[src/rtl/key_event_decoder.sv]
// key_event_decoder: classifies debounced key gestures into short, long, repeat and double-click pulses
module key_event_decoder #(
  parameter int LONG_CNT = 24000000,
  parameter int DBL_CNT  = 7200000,
  parameter int REP_CNT  = 4800000,
  parameter int CNT_W    = 25
) (
  input  logic clk,
  input  logic rst,
  input  logic key_flag,
  input  logic key_state,
  output logic short_press,
  output logic long_press,
  output logic repeat_pulse,
  output logic double_click,
  output logic busy
);
  typedef enum logic [2:0] {IDLE, PRESS1, WAIT2, PRESS2, LONG} state_t;
  state_t r_state, w_next;
  logic [CNT_W-1:0] r_cnt;
  logic r_short, r_long, r_rep, r_dbl;
  logic w_short, w_long, w_rep, w_dbl;
  logic w_press, w_rel, w_long_hit, w_dbl_hit, w_rep_hit, w_cnt_clr, w_cnt_run;
  assign w_press    = key_flag & ~key_state;
  assign w_rel      = key_flag & key_state;
  assign w_long_hit = r_cnt == CNT_W'(LONG_CNT - 1);
  assign w_dbl_hit  = r_cnt == CNT_W'(DBL_CNT - 1);
  assign w_rep_hit  = r_cnt == CNT_W'(REP_CNT - 1);
  // next state and event decode; releases and presses win over coincident timeouts
  always_comb begin
    w_next  = r_state;
    w_short = 1'b0;
    w_long  = 1'b0;
    w_rep   = 1'b0;
    w_dbl   = 1'b0;
    case (r_state)
      IDLE:    w_next = w_press ? PRESS1 : IDLE;
      PRESS1: begin
        w_next = w_rel ? WAIT2 : w_long_hit ? LONG : PRESS1;
        w_long = ~w_rel & w_long_hit;
      end
      WAIT2: begin
        w_next  = w_press ? PRESS2 : w_dbl_hit ? IDLE : WAIT2;
        w_short = ~w_press & w_dbl_hit;
      end
      PRESS2: begin
        w_next = w_rel ? IDLE : PRESS2;
        w_dbl  = w_rel;
      end
      LONG: begin
        w_next = w_rel ? IDLE : LONG;
        w_rep  = ~w_rel & w_rep_hit;
      end
      default: w_next = IDLE;
    endcase
  end
  assign w_cnt_clr = (w_next != r_state) | w_rep;
  assign w_cnt_run = (r_state == PRESS1) | (r_state == WAIT2) | (r_state == LONG);
  // state, shared gesture counter and registered event pulses
  always_ff @(posedge clk) begin
    if (rst) begin
      r_state <= IDLE;
      r_cnt   <= '0;
      r_short <= 1'b0;
      r_long  <= 1'b0;
      r_rep   <= 1'b0;
      r_dbl   <= 1'b0;
    end else begin
      r_state <= w_next;
      r_cnt   <= (w_cnt_clr | ~w_cnt_run) ? '0 : r_cnt + 1'b1;
      r_short <= w_short;
      r_long  <= w_long;
      r_rep   <= w_rep;
      r_dbl   <= w_dbl;
    end
  end
  assign short_press  = r_short;
  assign long_press   = r_long;
  assign repeat_pulse = r_rep;
  assign double_click = r_dbl;
  assign busy         = r_state != IDLE;
endmodule

[config.mk]
export PLATFORM = sky130hd
export DESIGN_NAME = key_event_decoder
export DESIGN_NICKNAME = d
export VERILOG_FILES = /design/src/rtl/key_event_decoder.sv
export SDC_FILE = /design/constraint.sdc
export NUM_CORES = 1
export LEC_CHECK = 0
export BUFFER_PORTS_ARGS = -buffer_cell sky130_fd_sc_hd__buf_4
export CORE_ASPECT_RATIO = 0.5
export CORE_UTILIZATION = 54
export DETAILED_ROUTE_END_ITERATION = 16
export PLACE_DENSITY = 0.72
export SLEW_MARGIN = 10
export SYNTH_ARGS = -nofsm -noshare
export SYNTH_HDL_FRONTEND = slang
export SYNTH_SLANG_ARGS = --single-unit
[constraint.sdc]
create_clock -name clk -period 1.9 [get_ports clk]
set_input_delay 0.095 -clock clk [delete_from_list [all_inputs] [get_ports clk]]
set_output_delay 0.095 -clock clk [all_outputs]
set_load 0.1 [all_outputs]
==> reports/qor.yml <==
floorplanning:
  coreArea_mm2: 0.00275
  ios: 9
  start_util: 0.603
  num_rows: 13
  die_h_um: 41.2
  dieArea_mm2: 0.00331
  die_width_um: 80.4
critical_path:
  crit_chain: "or4b_1, nor3_2, a41oi_2, nor2_4, buf_12, nor3_1"
  endpoint_kind: "flop"
  r2r_slack_ns: 0.08
  crit_end: "r_cnt[23]"
  worstSetupStartpoint: "r_cnt[12]"
  crit_family: "simple AND/OR/NAND/NOR gates"
  path_buf_inv: 1
  r2r_cells: 6
  timing.rr.start: "r_cnt[12]"
  r2r_end: "r_cnt[23]"
  crit_cells: 6
  crit_path_top_delay_cell: "or4b_1"
  crit_arrival_ns: 2.00
  slowest_delay_ns: 0.48
  path_max_fanout: 24
  startpoint_type: "flop"
  critical_path_class: "flop to flop"
  cp.required_ns: 2.08
final_layout:
  fin_nets: 215
  nFillCells: 230
  final_cell_mix: "dfxtp_1 (31), nor3_1 (29), buf_4 (17)"
  layout.cells.non_filler: 248
  final_common_cell: "dfxtp_1"
  antenna_cells: 0
  drive_above_1_share: 0.180
  synthToLayoutAreaGrowth_pct: 16.0
detailed_routing:
  viasPerCell: 5.82
  final_antenna_net_count: 0
  drc: 0
  dr.pass1.iters: 4
  drt_iter0_drc: 80
  via_count: 1444
  routed_wirelength_um: 3710
  wl_per_cell_um: 15.0
sta:
  setup_ws_ns: 0.0845
  setup_tns_ns: 0
  hold_viol_final: 0
  max_freq_mhz: 551
  post-route-min-period_ns: 1.82
  clock_skew_ns: 0.00211
  finalSetupViolations: 0
  fin_crit_sh: 0.956
  rsz0062_at_grt: "no"
  maxSlewViolCount: 0
  tightest_slew_ns: 0.432
  max-slew-margin-rel: 0.710
hold_path:
  worstHoldStart: "key_flag"
  min_path_type: "input port to flop"
  hold_depth: 3
synth:
  synth.distinct_cells: 40
  syn_area_per_cell_um2: 8.59
  syn_area_mm2: 0.00166
  netlist.area_leader.share: 0.386
  ys_ff_latch: 32
  synth_enable_flop_cells: 0
  yosysTopAreaCell: "dfxtp_1"
  syn-num-nets: 198
  netlist_instances: 193
  yosys_warnings: 0
  synth_area_leaders: "dfxtp_1 (39%), nor3_1 (9.4%), xor2_1 (6.9%)"
  seq_area_frac_synth: 0.386
  async_reset_ff_frac: 0
  synthFlopType: "dfxtp_1"
run_status:
  status: "finished, final reports clean"
global_routing:
  grt_use_total: 0.257
  grt_pass1_wl_um: 5950
  antenna_found_initial: 0
  grt_start_max_net_pins: 25
  overflow: 0
  grt_pass1_vias: 1240
cts:
  path_clk_slew_ns: 0.07
  clk_latency_ns: 0.29
  tritoncts: "built"
  numClockSinks: 32
  clockBufferDepth: 2
  htreeDepth: 2
  cts_inserted_buffers: 5
  cts_root_buf: "clkbuf_8"
placement:
  dpl_worst_slack_ns: 0.0987
  hpwl_um: 2570
  dp_cells: 238
  gp_congestion: 0.833
  portBuffers: 8
power:
  leakage_nw: 0.650
  pwr_density_cell_mw_per_mm2: 683
  peakVddDrop_v: 0.000523
  finalPower_mw: 1.31
flow_run:
  max_cap_violations: 0
what timing repair did:
item | in CTS | in global routing
hold buffers | 1 | 0
resized for setup | 0 | 4
endpoints found under the setup margin | 0 | 25
hold endpoints to repair | 3 | 0
setup buffers | 0 | 1
per-stage QoR:
stage               area [µm²]  utilization  hold slack [ns]
CTS                       1900        0.692           0.0873
global route              1920        0.700           0.0916
detailed placement        1800        0.655            0.299
floorplan                 1660            -            0.167
finish                    1920        0.700           0.0970
global placement          1800        0.655            0.300
routing by layer:
layer	global-route usage	routed length, µm
met1	0.341	1880
met2	0.400	1570
met3	0.0733	192
met4	0.107	69
met5	0	0
final cells by class:
cell class                      instances  area (µm²)  share of cell area
Inverter                                5        18.8             0.00976
Clock buffer                            6        82.6              0.0429
Timing Repair Buffer                   20         178              0.0924
Multi-Input combinational cell        146         946               0.492
Clock inverter                          2        10.0             0.00520
Tap cell                               37        46.3              0.0241
Sequential cell                        32         642               0.334
where the power goes:
part | internal [mW] | leakage [nW] | switching (mW)
registers | 0.675 | 0.259 | 0.00747
logic | 0.0330 | 0.340 | 0.0536
clock network | 0.289 | 0.0510 | 0.256
total | 0.996 | 0.650 | 0.317
synth_stat cells (2+ instances only):
library cell and instances:
dfxtp_1 32, nor3_1 31, nand2_1 16, xor2_1 13, nand3_1 12, nor2_1 11, xnor2_1 10, nand4_1 6
and3_1 5, clkbuf_1 5, inv_1 5, nor2b_1 4, nor3b_1 4, and4_1 3, buf_6 3, nand4b_1 3
a31oi_1 2, and2_1 2, nand2b_1 2, nor4bb_1 2, o211ai_1 2, o21ai_0 2
worst reg2reg max path, cell delays in order, from the launching register on:
cell and delay [ns]:
dfxtp_1 0.43, or4b_1 0.48, nor3_2 0.17, a41oi_2 0.20, nor2_4 0.17, buf_12 0.17, nor3_1 0.08
kinds of logic after synthesis:
group                    after synthesis  share of synthesized area
adder cells (fa/ha/maj)                1                    0.00755
XOR/XNOR                              23                      0.122
buffers and inverters                 15                     0.0506
flip-flops                            32                      0.386
AO/OA/AOI/OAI                         11                     0.0558
AND/OR/NAND/NOR                      111                      0.378
worst min path at each step:
| stage | slack, ns | to |
|---|---|---|
| floorplan | 0.17 | repeat_pulse |
| global placement | 0.30 | repeat_pulse |
| global route | 0.09 | r_state[0] |
| CTS | 0.09 | r_state[0] |
| finish | 0.1 | r_state[0] |
| detailed placement | 0.30 | repeat_pulse |
sequential cells by signal, summed over array words and instances, names as in the netlist:
name and cells:
repeat_pulse 1, short_press 1, r_cnt 25, r_state 3, double_click 1, long_press 1
(Power assumes the default switching activity.)
